[src/rtl/argmax_sequencer_if.sv]
// Score-buffer read port and result handshake of the argmax sequencer.
// Optional runner-up outputs exist only when ARGMAX_RUNNER_UP_EN is defined.
interface argmax_sequencer_if #(
  parameter int DATA_W = 16,
  parameter int IDX_W  = 4
) ();
  logic                     start;
  logic                     busy;
  logic                     rd_en;
  logic        [IDX_W-1:0]  rd_addr;
  logic signed [DATA_W-1:0] rd_data;
  logic                     res_valid;
  logic                     res_ready;
  logic        [IDX_W-1:0]  res_idx;
  logic signed [DATA_W-1:0] res_score;
`ifdef ARGMAX_RUNNER_UP_EN
  logic        [IDX_W-1:0]  res_idx2;
  logic signed [DATA_W-1:0] res_score2;
`endif

  // Sequencer side
  modport master (
`ifdef ARGMAX_RUNNER_UP_EN
    output res_idx2,
    output res_score2,
`endif
    input  start,
    output busy,
    output rd_en,
    output rd_addr,
    input  rd_data,
    output res_valid,
    input  res_ready,
    output res_idx,
    output res_score
  );

  // Score buffer / result consumer side
  modport slave (
`ifdef ARGMAX_RUNNER_UP_EN
    input  res_idx2,
    input  res_score2,
`endif
    output start,
    input  busy,
    input  rd_en,
    input  rd_addr,
    output rd_data,
    input  res_valid,
    output res_ready,
    input  res_idx,
    input  res_score
  );
endinterface

[src/rtl/argmax_sequencer.sv]
// Argmax sequencer: reads NUM_CLASS signed scores from the output-layer
// score buffer, tracks the running maximum (lowest index wins on ties) and
// presents the winning index/score through a valid/ready handshake.
// Optional feature macro: ARGMAX_RUNNER_UP_EN adds the second-best
// index/score outputs (res_idx2/res_score2).
module argmax_sequencer #(
  parameter int DATA_W    = 16,
  parameter int NUM_CLASS = 10,
  parameter int IDX_W     = 4
) (
  input  logic              clk,
  input  logic              rst_n,
  argmax_sequencer_if.master bus
);

  typedef enum logic [1:0] {IDLE, READ, DRAIN, DONE} state_t;

  localparam logic        [IDX_W-1:0]  LAST_ADDR = IDX_W'(NUM_CLASS - 1);
  localparam logic signed [DATA_W-1:0] MOST_NEG  = {1'b1, {(DATA_W-1){1'b0}}};

  // Strict signed greater-than; strictness is what makes the lowest index win ties.
  function automatic logic gt_s(input logic signed [DATA_W-1:0] a,
                                input logic signed [DATA_W-1:0] b);
    return a > b;
  endfunction

  state_t                   state, state_nxt;
  logic        [IDX_W-1:0]  cnt, cnt_nxt;
  logic                     vld_p1;
  logic        [IDX_W-1:0]  addr_p1;
  logic signed [DATA_W-1:0] rd_data_p1;
  logic signed [DATA_W-1:0] max_p2;
  logic        [IDX_W-1:0]  idx_p2;
`ifdef ARGMAX_RUNNER_UP_EN
  logic signed [DATA_W-1:0] max2_p2;
  logic        [IDX_W-1:0]  idx2_p2;
`endif

  assign rd_data_p1 = bus.rd_data;

  // FSM state and read-address counter registers
  always_ff @(posedge clk) begin
    if (!rst_n) begin
      state <= IDLE;
      cnt   <= '0;
    end else begin
      state <= state_nxt;
      cnt   <= cnt_nxt;
    end
  end

  // Next-state logic; the counter is parked at 0 outside READ so rd_addr idles at 0
  always_comb begin
    state_nxt = state;
    cnt_nxt   = cnt;
    case (state)
      IDLE: begin
        cnt_nxt = '0;
        if (bus.start) state_nxt = READ;
      end
      READ: begin
        if (cnt == LAST_ADDR) begin
          state_nxt = DRAIN;
          cnt_nxt   = '0;
        end else begin
          cnt_nxt = cnt + 1'b1;
        end
      end
      DRAIN: state_nxt = DONE;
      DONE: begin
        if (bus.res_ready) state_nxt = IDLE;
      end
      default: begin
        state_nxt = IDLE;
        cnt_nxt   = '0;
      end
    endcase
  end

  // ---- stage p0: address issue ----
  assign bus.busy      = (state != IDLE);
  assign bus.rd_en     = (state == READ);
  assign bus.rd_addr   = cnt;
  assign bus.res_valid = (state == DONE);

  // Delay the read strobe and address to line up with the buffer's 1-cycle read data
  always_ff @(posedge clk) begin
    if (!rst_n) begin
      vld_p1  <= 1'b0;
      addr_p1 <= '0;
    end else begin
      vld_p1  <= bus.rd_en;
      addr_p1 <= cnt;
    end
  end

  // ---- stage p1 -> p2: running max / runner-up update ----
  // Running maximum tracker; sample 0 seeds it unconditionally
  always_ff @(posedge clk) begin
    if (!rst_n) begin
      max_p2  <= '0;
      idx_p2  <= '0;
`ifdef ARGMAX_RUNNER_UP_EN
      max2_p2 <= '0;
      idx2_p2 <= '0;
`endif
    end else if (vld_p1) begin
      if (addr_p1 == '0) begin
        max_p2  <= rd_data_p1;
        idx_p2  <= '0;
`ifdef ARGMAX_RUNNER_UP_EN
        max2_p2 <= MOST_NEG;
        idx2_p2 <= '0;
`endif
      end else if (gt_s(rd_data_p1, max_p2)) begin
        max_p2  <= rd_data_p1;
        idx_p2  <= addr_p1;
`ifdef ARGMAX_RUNNER_UP_EN
        max2_p2 <= max_p2;
        idx2_p2 <= idx_p2;
`endif
      end
`ifdef ARGMAX_RUNNER_UP_EN
      else if (gt_s(rd_data_p1, max2_p2)) begin
        max2_p2 <= rd_data_p1;
        idx2_p2 <= addr_p1;
      end
`endif
    end
  end

  assign bus.res_idx    = idx_p2;
  assign bus.res_score  = max_p2;
`ifdef ARGMAX_RUNNER_UP_EN
  assign bus.res_idx2   = idx2_p2;
  assign bus.res_score2 = max2_p2;
`endif

endmodule

[src/flat_wrapper.sv]
// flat-port wrapper written by rule: the top's interface ports become plain ports
module argmax_sequencer_flat 
#(
  parameter int DATA_W    = 16,
  parameter int NUM_CLASS = 10,
  parameter int IDX_W     = 4
)
  (clk, rst_n, bus_start, bus_busy, bus_rd_en, bus_rd_addr, bus_rd_data, bus_res_valid, bus_res_ready, bus_res_idx, bus_res_score);
  argmax_sequencer_if #(.DATA_W(DATA_W), .IDX_W(IDX_W)) bus_i ();
  input  logic clk;
  input  logic rst_n;
  input wire logic [$bits(bus_i.start)-1:0] bus_start;
  output wire logic [$bits(bus_i.busy)-1:0] bus_busy;
  output wire logic [$bits(bus_i.rd_en)-1:0] bus_rd_en;
  output wire logic [$bits(bus_i.rd_addr)-1:0] bus_rd_addr;
  input wire logic [$bits(bus_i.rd_data)-1:0] bus_rd_data;
  output wire logic [$bits(bus_i.res_valid)-1:0] bus_res_valid;
  input wire logic [$bits(bus_i.res_ready)-1:0] bus_res_ready;
  output wire logic [$bits(bus_i.res_idx)-1:0] bus_res_idx;
  output wire logic [$bits(bus_i.res_score)-1:0] bus_res_score;
  assign bus_i.start = bus_start;
  assign bus_busy = bus_i.busy;
  assign bus_rd_en = bus_i.rd_en;
  assign bus_rd_addr = bus_i.rd_addr;
  assign bus_i.rd_data = bus_rd_data;
  assign bus_res_valid = bus_i.res_valid;
  assign bus_i.res_ready = bus_res_ready;
  assign bus_res_idx = bus_i.res_idx;
  assign bus_res_score = bus_i.res_score;
  argmax_sequencer #(.DATA_W(DATA_W), .NUM_CLASS(NUM_CLASS), .IDX_W(IDX_W)) u_core (.clk(clk), .rst_n(rst_n), .bus(bus_i));
endmodule
[config.mk]
export PLATFORM = sky130hd
export DESIGN_NAME = argmax_sequencer_flat
export DESIGN_NICKNAME = d
export VERILOG_FILES = /design/src/rtl/argmax_sequencer_if.sv /design/src/rtl/argmax_sequencer.sv /design/src/flat_wrapper.sv
export SDC_FILE = /design/constraint.sdc
export NUM_CORES = 1
export LEC_CHECK = 0
export CAP_MARGIN = 20
export CORE_MARGIN = 2
export CORE_UTILIZATION = 43
export DETAILED_ROUTE_END_ITERATION = 6
export PLACE_DENSITY = 0.79
export SLEW_MARGIN = 20
export SYNTH_ARGS = -nofsm -noshare
export SYNTH_HDL_FRONTEND = slang
export SYNTH_SLANG_ARGS = --single-unit
[constraint.sdc]
create_clock -name clk -period 2.8 [get_ports clk]
set_input_delay 0.84 -clock clk [delete_from_list [all_inputs] [get_ports clk]]
set_output_delay 0.84 -clock clk [all_outputs]
set_load 0.05 [all_outputs]
# Yosys cells after proc, flatten, opt, wreduce, memory -nomap -nowiden
# Index checks and enable logic that the tools add are counted.
# W data, S select, Z words.
[totals]
register_bits = 31
[classes]
addsub = 1
order_cmp = 1
n_eq_ne = 7
mux = 10
reduce_logical = 7
[op_table]
columns = ["cell", "n"]
rows = [
  ["$mux W16", 2],
  ["$gt A16 B16 Y1", 1],
  ["$mux W4", 3],
  ["$pmux W2 S4", 1],
  ["$pmux W4 S2", 1],
  ["$mux W2", 3],
  ["$reduce_bool A2 Y1", 3],
  ["$add A4 B1 Y4 const B", 1],
  ["$eq A2 B2 Y1 const B", 2],
  ["$eq A4 B4 Y1 const B", 1],
  ["$logic_not A4 Y1", 1],
  ["$ne A2 B1 Y1 const B", 2],
  ["$reduce_and A3 Y1", 1],
  ["$eq A2 B1 Y1 const B", 1],
  ["$logic_not A2 Y1", 1],
  ["$ne A2 B2 Y1 const B", 1],
  ["$reduce_and A2 Y1", 1],
]

# Depth between registers and ports, before layout
[logic_depth]
word_depth = 3
ltp_mapped = 10
ltp_nobuf = 8

# Worst setup path before layout
# Ideal clock, no wire load.
[synth_timing]
path_kind = "input port to flip-flop"
startpoint = "input port bus_rd_data[15]"
endpoint = "register u_core.max_p2[10], in the netlist u_core.bus.res_score[10]"
setup_time_ps = 72
arrival_time_ps = 2786
required_ps = 2728
setup_slack_ps = -58
cell_stages = 9
n_path_buf = 2
cell_sequence = "ha_1 nand4_2 or4_4 o221a_2 o31ai_4 and2_4 buf_12 buf_12 mux2i_1"
[synth_between]
elab_chain_len = 3
[synth_rtl]
columns = ["element", "line", "text"]
rows = [
  ["from (decl)", "flat_wrapper.sv:16", "input wire logic [$bits(bus_i.rd_data)-1:0] bus_rd_data;"],
  ["$gt A16 B16 Y1", "argmax_sequencer.sv:24", "return a > b;"],
  ["$reduce_bool A2 Y1 (no line)", "-", ""],
  ["$reduce_and A2 Y1 (no line)", "-", ""],
  ["to (signal assigned)", "argmax_sequencer.sv:109", "max_p2 <= rd_data_p1;"],
  ["to (signal assigned)", "argmax_sequencer.sv:116", "max_p2 <= rd_data_p1;"],
  ["to (decl)", "argmax_sequencer.sv:32", "logic signed [DATA_W-1:0] max_p2;"],
]
# Every way passes these cells.
# A chain may end at the register's enable or synchronous reset.

# Worst setup path after layout
[layout_timing]
startpoint = "input port bus_rd_data[8]"
endpoint = "register u_core.max_p2[3], in the netlist u_core.bus.res_score[3]"
# Same word-level chain as after synthesis.

==> out/qor.txt <==
Status - finished, final reports clean
DRT Wirelength - 3895 µm
Power Total - 2.064 mW
Crit. End Element - register
H-tree depth - 2
Worst Path Arrival - 2.96 ns
Mapped Nets - 247
Clock Latency Late Sink - 0.29 ns
Peak supply drop - 0.5647 mV
GRT Total Usage - 17.22%
Post-Synth Simple-Gate Area - 19.24%
Proportion of layout cells with a drive suffix above 1 - 13.41%
Post-synth top area share - 35.08%
Fin util - 63.93%
Antenna fix cells - 0
1st-pass router iterations - 6
NetSw - 896.0 µW
CP max FO - 6
Inserted Clock Buffers - 5
Grt ovf - 0
Synth Area in XOR/XNOR - 0%
Clock share of power - 17.2%
Yosys warning total - 0
CTS root buf - clkbuf_8
Sequential power share - 29.1%
ANT nets after route - 0
Critical path class - in2reg
Initial core utilization - 44.55%
CTS tree - yes
Initial DRC count - 42
Die width - 68.15 µm
Gate power share - 53.6%
Clock-pin slew on the worst setup and hold paths - 0.07 ns
Min-delay src - u_core.bus.res_score[10]$_SDFFE_PN0P_
Via count - 1,536
Fin worst setup slack - 0.04603 ns
RR Startpoint - u_core.bus.res_score[8]$_SDFFE_PN0P_
Initial antenna violation count - 0
Post-Synthesis Cell Area - 1769 µm²
R2r worst-path depth - 9
DRC viols - 0
Synth Area in Compound Gates - 11.03%
Clock sink total - 31
Setup crit start kind - input port
Lkg Pwr - 1.143 nW
Number of global-route vias before repair - 1,424
Synth top cells by count - nand2_1, dfxtp_1, inv_1, ha_1, mux2i_1
Worst slew margin - 66.59%
Pwr/cell area - 812.8 nW/µm²
Worst Hold Class - reg2reg
Worst slew pin tran - 0.4996 ns
Post-detail-place hpwl - 2757 µm
RD Place Congestion - 0.8237
Pins Over Slew Limit - 0
Cell row count - 23
First-pass GRT wire length - 5982 µm
Clk_skew - 0.005376 ns
# IOs - 47
Layout net count - 302
DR WL/cell - 12.52 µm
Hold Fails Final Rpt - 0
Syn Area/Cell - 8.630 µm²
Max Cap Violations - 0
Synth area leaders - dfxtp_1, ha_1, mux2i_1
Die area - 4644 µm²
DR vias/cell - 4.939
Fmax - 363.1 MHz
Flops & latches, synth - 31
WHS Endpoint - u_core.bus.res_score[10]$_SDFFE_PN0P_
Largest family of logic cells by synthesized area - simple AND/OR/NAND/NOR gates
Sequential share of the synthesized area - 35.08%
RR Endpoint - u_core.bus.res_score[3]$_SDFFE_PN0P_
CTS Buffer Depth - 2
Internal power - 1.168 mW
Switching Share - 43.42%
Pre-CTS worst setup slack - -0.3967 ns
Port Buffers - 46
Mux contribution to synthesized area - 9.618%
Largest net degree at the start of global routing - 24
Cell with the most instances after synthesis - nand2_1
R2R Setup Slk - 0.45 ns
Cells after Synth - 205
Setup-failing EPs final - 0
Core ar. - 3971 µm²
Die Ht - 68.15 µm
Critical Path Source - bus_rd_data[8]
Ys async rst share - 0%
Distinct cell type count after synthesis - 29
WHS Path Cells - 2
Fin crit period - 2.754 ns
Adder-cell area share of the yosys netlist - 15.56%
Fin crit share - 98.36%
Leading area contributor after synthesis - dfxtp_1
Area growth syn-to-layout - 43.49%
Post-synth EDFFs - 0
Cts hold-fix bufs - 0
Main synth FF type - dfxtp_1
Required time of the critical path - 3.01 ns
==> how the worst max path moves through the flow <==
stage	endpoint	slack, ns	cells after the start
after floorplan	u_core.bus.res_score[10]$_SDFFE_PN0P_	0.01	9
after global placement	u_core.bus.res_score[13]$_SDFFE_PN0P_	-0.34	9
after detailed placement	u_core.bus.res_score[15]$_SDFFE_PN0P_	-0.40	9
after CTS	u_core.bus.res_score[15]$_SDFFE_PN0P_	0.001	9
after global routing	u_core.bus.res_score[3]$_SDFFE_PN0P_	-0.04	9
final	u_core.bus.res_score[3]$_SDFFE_PN0P_	0.05	9
==> per-layer routing <==
| metal | routed length [µm] | global-route usage (%) | vias to the layer above |
|---|---|---|---|
| met5 | 0 | 0 | - |
| met4 | 98 | 9.000 | 0 |
| met3 | 211 | 4.770 | 8 |
| met2 | 1809 | 28.03 | 52 |
| met1 | 1776 | 20.59 | 692 |
| li1 | - | - | 784 |
==> power by group through the flow <==
stage	clock network [mW]	logic, mW	registers (mW)
after floorplan	0	0.543	0.813
after CTS	0.366	1.08	0.602
after global placement	0	1.05	0.612
after global routing	0.376	1.19	0.616
final	0.356	1.11	0.601
after detailed placement	0	1.06	0.610
==> metrics by stage <==
stage | hold slack (ns) | instance area (µm²) | cells | setup TNS (ns)
final | 0.4797 | 2539 | 311 | 0
after global routing | 0.4907 | 2539 | 311 | -0.04235
after CTS | 0.4807 | 2459 | 311 | 0
after detailed placement | 0.4717 | 2356 | 302 | -7.126
after global placement | 0.4604 | 2356 | 302 | -6.557
after floorplan | 0.5004 | 1790 | 205 | 0
==> worst max-delay path, cell delays in order <==
cell	delay (ns)
dlygate4sd2_1	0.26
ha_1	0.29
nand4_1	0.12
or4_4	0.57
o221a_4	0.24
o31ai_4	0.05
and2_4	0.23
buf_12	0.13
mux2i_1	0.22
==> registers in the layout, summed over array words and instances (netlist names) <==
register / cells
u_core.addr_p1: 4
u_core.bus.rd_addr: 4
u_core.bus.res_idx: 4
u_core.bus.res_score: 16
u_core.state: 2
u_core.vld_p1: 1
==> layout make-up <==
type                            count  area, µm²
Clock buffer                        5      68.82
Clock inverter                      3      20.02
Fill cell                         340       1433
Inverter                           28      105.1
Multi-Input combinational cell    138       1077
Sequential cell                    31      620.6
Tap cell                           50      62.56
Timing Repair Buffer               56      584.3
==> logic make-up after synthesis <==
family / Yosys count
DFF: 31
and+or+nand+nor: 71
AOI/OAI and AO/OA: 28
buffers and inverters: 36
muxes: 17
adders and majority gates: 22
==> layout by cell type (no fill, tap or decap), types with 6 or more instances in the layout <==
master and n:
ha_4 7, dfxtp_1 31, inv_1 28, o21a_1 6, nor2_1 10, nand2_1 38, buf_4 7, ha_1 15
dlymetal6s2s_1 7, a21oi_1 8, clkdlybuf4s50_1 34, o21ai_0 6, mux2i_1 17
==> what timing repair did <==
action | 4_1_cts | 5_1_grt
buffers inserted | 1 | 0
pin swaps | 5 | 2
endpoints found under the setup margin | 20 | 20
resized for setup | 6 | 12
(Power assumes the default switching activity.)
